## config.mk

```make
export PLATFORM = sky130hd
export DESIGN_NAME = mem_arbiter
export DESIGN_NICKNAME = d
export VERILOG_FILES = /design/src/rtl/cpu_pkg.sv /design/src/rtl/mem_arbiter.sv
export SDC_FILE = /design/constraint.sdc
export NUM_CORES = 1
export LEC_CHECK = 0
export CORE_AREA = 4 4 123 125
export DETAILED_ROUTE_END_ITERATION = 10
export DIE_AREA = 0 0 127 129
export PLACE_DENSITY = 0.8
export SETUP_SLACK_MARGIN = 0.3
export SLEW_MARGIN = 20
export SYNTH_ARGS = -nofsm -noshare
export SYNTH_HDL_FRONTEND = slang
export SYNTH_SLANG_ARGS = --single-unit
```

## constraint.sdc

```tcl
create_clock -name clk_i -period 2 [get_ports clk_i]
set_clock_uncertainty 0.15 [all_clocks]
set_input_delay 0.4 -clock clk_i [delete_from_list [all_inputs] [get_ports clk_i]]
set_output_delay 0.4 -clock clk_i [all_outputs]
set_load 0.05 [all_outputs]
```

## src/rtl/cpu_pkg.sv

```systemverilog
// cpu_pkg: shared arbiter state encoding and grant constants
package cpu_pkg;
  typedef enum logic [1:0] {IDLE, IF_BUSY, DM_BUSY, DONE} arb_state_t;
  localparam logic GRANT_IF = 1'b0;
  localparam logic GRANT_DM = 1'b1;
endpackage

```

## src/rtl/mem_arbiter.sv

```systemverilog
// mem_arbiter: fixed-priority IF/MEM arbiter for a single-port memory with IF starvation guard
module mem_arbiter
  import cpu_pkg::*;
#(
  parameter int ADDR_W     = 32,
  parameter int DATA_W     = 32,
  parameter int STARVE_MAX = 4
) (
  input  logic              clk_i,
  input  logic              rst_i,
  input  logic              if_req_i,
  input  logic [ADDR_W-1:0] if_addr_i,
  output logic [DATA_W-1:0] if_rdata_o,
  output logic              if_ack_o,
  output logic              if_stall_o,
  input  logic              dm_req_i,
  input  logic              dm_we_i,
  input  logic [ADDR_W-1:0] dm_addr_i,
  input  logic [DATA_W-1:0] dm_wdata_i,
  output logic [DATA_W-1:0] dm_rdata_o,
  output logic              dm_ack_o,
  output logic              dm_stall_o,
  output logic              mem_req_o,
  output logic              mem_we_o,
  output logic [ADDR_W-1:0] mem_addr_o,
  output logic [DATA_W-1:0] mem_wdata_o,
  input  logic [DATA_W-1:0] mem_rdata_i,
  input  logic              mem_ack_i
);
  localparam int CW = $clog2(STARVE_MAX + 1);
  localparam logic [CW-1:0] SMAX = CW'(STARVE_MAX);
  arb_state_t state;
  logic grant;
  logic [CW-1:0] starve_cnt;
  logic dm_win;
  assign dm_win     = dm_req_i && (starve_cnt < SMAX);
  assign if_stall_o = if_req_i & ~if_ack_o;
  assign dm_stall_o = dm_req_i & ~dm_ack_o;
  // arbitration FSM with registered memory port, completion data and starvation counter
  always_ff @(posedge clk_i or negedge rst_i) begin
    if (!rst_i) begin
      state       <= IDLE;
      grant       <= GRANT_IF;
      starve_cnt  <= '0;
      if_rdata_o  <= '0;
      if_ack_o    <= 1'b0;
      dm_rdata_o  <= '0;
      dm_ack_o    <= 1'b0;
      mem_req_o   <= 1'b0;
      mem_we_o    <= 1'b0;
      mem_addr_o  <= '0;
      mem_wdata_o <= '0;
    end else begin
      case (state)
        IDLE: begin
          if (dm_win) begin
            grant       <= GRANT_DM;
            mem_req_o   <= 1'b1;
            mem_we_o    <= dm_we_i;
            mem_addr_o  <= dm_addr_i;
            mem_wdata_o <= dm_wdata_i;
            starve_cnt  <= if_req_i ? starve_cnt + 1'b1 : '0;
            state       <= DM_BUSY;
          end else if (if_req_i) begin
            grant       <= GRANT_IF;
            mem_req_o   <= 1'b1;
            mem_we_o    <= 1'b0;
            mem_addr_o  <= if_addr_i;
            mem_wdata_o <= '0;
            starve_cnt  <= '0;
            state       <= IF_BUSY;
          end
        end
        IF_BUSY, DM_BUSY: begin
          if (mem_ack_i) begin
            mem_req_o <= 1'b0;
            state     <= DONE;
            if (grant == GRANT_DM) begin
              dm_rdata_o <= mem_rdata_i;
              dm_ack_o   <= 1'b1;
            end else begin
              if_rdata_o <= mem_rdata_i;
              if_ack_o   <= 1'b1;
            end
          end
        end
        default: begin
          if_ack_o <= 1'b0;
          dm_ack_o <= 1'b0;
          state    <= IDLE;
        end
      endcase
    end
  end
endmodule
```

==> impl_metrics.tcl <==
set metrics [dict create \
    max_freq_mhz 586 \
    ios 268 \
    start_util_pct 41.1 \
    clockBufferDepth 2 \
    wl_met2_mm 8.33 \
    top_layer_used "met4" \
    critPathKind "reg2out" \
    dpl_cell_area_sq_mm 0.00843 \
    drive_gt1_share_pct 49.8 \
    drt.antenna.violating_nets 0 \
    fp.dieArea_sq_mm 0.0164 \
    wl_met1_mm 6.15 \
    drv_slew 0 \
    grt_antenna_before_repair 0 \
    synth.distinct_cells 26 \
    grt_first_pass_wirelength_mm 25.0 \
    cts_tree "yes" \
    io_buffer_count 267 \
    drc 0 \
    fin_area_sq_mm 0.00921 \
    power_density_mw_per_mm2 2070 \
    cap_viol_max_count 0 \
    die_h_microns 129 \
    power_mw 19.0 \
    fin_nets 787 \
    period_minus_slack_ps 1710 \
    clock_sinks 138 \
    htreeDepth 4 \
    relSlewSlack_pct 71.2 \
    root_buffer "clkbuf_16" \
    wire_per_inst_microns 19.3 \
    ir_drop_mv 1.27 \
    synthToLayoutAreaGrowth_pct 61.3 \
    dpl.hpwl_mm 11.9 \
    hp-class "in2reg" \
    mostFrequentLayoutCells "buf_4 (139), dfrtp_1 (138), clkdlybuf4s50_1 (130)" \
    gr-total-overflow 0 \
    drt_iter0_markers 156 \
    grt_pass1_vias 4699 \
    path_max_fanout 3 \
    place_congestion 0.826 \
    wl_mm 16.2 \
    synth_area_per_cell_sq_um 15.8 \
    worst_pin_slew_ps 432 \
    ys_warn_count 0 \
    via_per_inst 5.00 \
    seq_area_frac_synth_pct 60.5 \
    dr.pass1.iters 5 \
    p_leak_nw 4.28 \
    grt.total_usage_pct 19.6 \
    synth_seq_cells 138 \
    core-area_sq_mm 0.0139 \
    cp.arrival_ps 1160 \
    vias 4210 \
    worstSetupEndpointType "output port" \
    insertion_delay_ps 400 \
    n_antenna_cell 0 \
    rows 43 \
    start_kind "register" \
    finalSetupViolCount 0 \
    grt_max_degree 46 \
    hold_viol 0 \
    syn_inst 362 \
    required_ps 1450 \
    rsz0062_at_grt "true" \
    die_w_microns 127 \
    syn_area_sq_mm 0.00571 \
    synth_nets 500 \
    fin_crit_sh_pct 85.3 \
    wl_met3_mm 1.43 \
    layout_commonest_cell "buf_4" \
    cts_buffers 17 \
    clk_pin_slew_ps 50 \
    status "complete, no violations" \
]
where the power goes:
part / internal, mW / leakage [nW] / switching (mW) / total (mW)
clock network: 2.15 / 0.313 / 1.14 / 3.28
registers: 4.17 / 1.67 / 0.767 / 4.94
logic: 4.02 / 2.29 / 6.79 / 10.8
sequential cells by signal, indices dropped and copies added (netlist names):
| register | count |
|---|---|
| dm_ack_o | 1 |
| grant | 1 |
| starve_cnt | 3 |
| mem_req_o | 1 |
| if_rdata_o | 32 |
| state | 2 |
| mem_addr_o | 32 |
| dm_rdata_o | 32 |
| if_ack_o | 1 |
| mem_wdata_o | 32 |
| mem_we_o | 1 |
worst paths after layout:
path / from / to / slack, ps / cells past startpoint
worst max-delay path: dm_ack_o / dm_stall_o / 290 / 2
worst min-delay path: if_req_i / mem_req_o / 300 / 3
worst max register to register: state[0] / state[1] / 330 / 5
worst min register to register: starve_cnt[1] / starve_cnt[1] / 350 / 1
max in group asynchronous: rst_i / mem_addr_o[26] / 750 / 3
min in group asynchronous: rst_i / mem_addr_o[28] / 350 / 2
what timing repair did:
item / CTS / global route
setup buffers: 1 / 0
endpoints found under the hold margin: 41 / 0
endpoints found under the setup margin: 119 / 96
hold buffers: 1 / 0
gates cloned: 1 / 1
pin swaps: 0 / 1
resized for setup: 8 / 13
through the flow:
stage	std cells	hold WS [ps]	utilization, %	setup slack [ps]	TNS, ps
after floorplan	362	-45.6	-	254	0
after global placement	806	201	60.7	-122	-5440
after detailed placement	806	205	60.7	-183	-8200
after CTS	841	343	65.7	243	0
after global routing	842	311	66.3	236	0
final	842	304	66.3	295	0
area by class of cell:
type,instances,area (sq um)
Fill cell,1003,4670
Inverter,6,22.5
Timing Repair Buffer,289,2700
Sequential cell,138,3450
Clock inverter,12,171
Tap cell,180,225
Clock buffer,20,457
Multi-Input combinational cell,197,2180
worst max-delay path, cell delays in order (launching register included):
cell and delay [ps]:
dfrtp_1 430, nor2b_4 170, buf_12 150
cell usage after synthesis:
| master | count | share of area [%] |
|---|---|---|
| a32oi_1 | 1 | 0.15 |
| clkbuf_1 | 1 | 0.066 |
| a32o_1 | 2 | 0.35 |
| buf_4 | 5 | 0.66 |
| nor2_2 | 1 | 0.11 |
| nand3_1 | 2 | 0.18 |
| nand2b_4 | 1 | 0.24 |
| dfrtp_1 | 138 | 60 |
| ha_1 | 4 | 0.88 |
| mux2_2 | 103 | 20 |
| o311ai_0 | 1 | 0.15 |
| nor2_1 | 4 | 0.26 |
| nand2b_1 | 2 | 0.22 |
| nor2b_1 | 2 | 0.22 |
| a22o_1 | 33 | 5.1 |
| buf_2 | 11 | 0.96 |
| buf_6 | 4 | 0.79 |
| inv_1 | 6 | 0.39 |
| and2b_1 | 1 | 0.13 |
| nand2_1 | 4 | 0.26 |
| a21o_1 | 2 | 0.26 |
| o21ai_0 | 3 | 0.26 |
| o21ai_2 | 1 | 0.15 |
| a31oi_1 | 2 | 0.22 |
| mux2_4 | 27 | 7.1 |
| nor3_1 | 1 | 0.088 |
layer usage:
layer / vias up / global-route usage, %
met5: - / 0
met1: 2114 / 22.0
met3: 24 / 7.56
met2: 178 / 34.3
li1: 1894 / -
met4: 0 / 7.07
cells by family after synthesis:
| family | after synthesis | share of synthesized area, % |
|---|---|---|
| compound gates | 45 | 6.62 |
| simple gates | 18 | 1.71 |
| flops | 138 | 60.5 |
| buf+inv | 27 | 2.87 |
| mux | 130 | 27.4 |
| fa+ha+maj | 4 | 0.877 |
No activity file was read; power rests on OpenSTA's default activity.
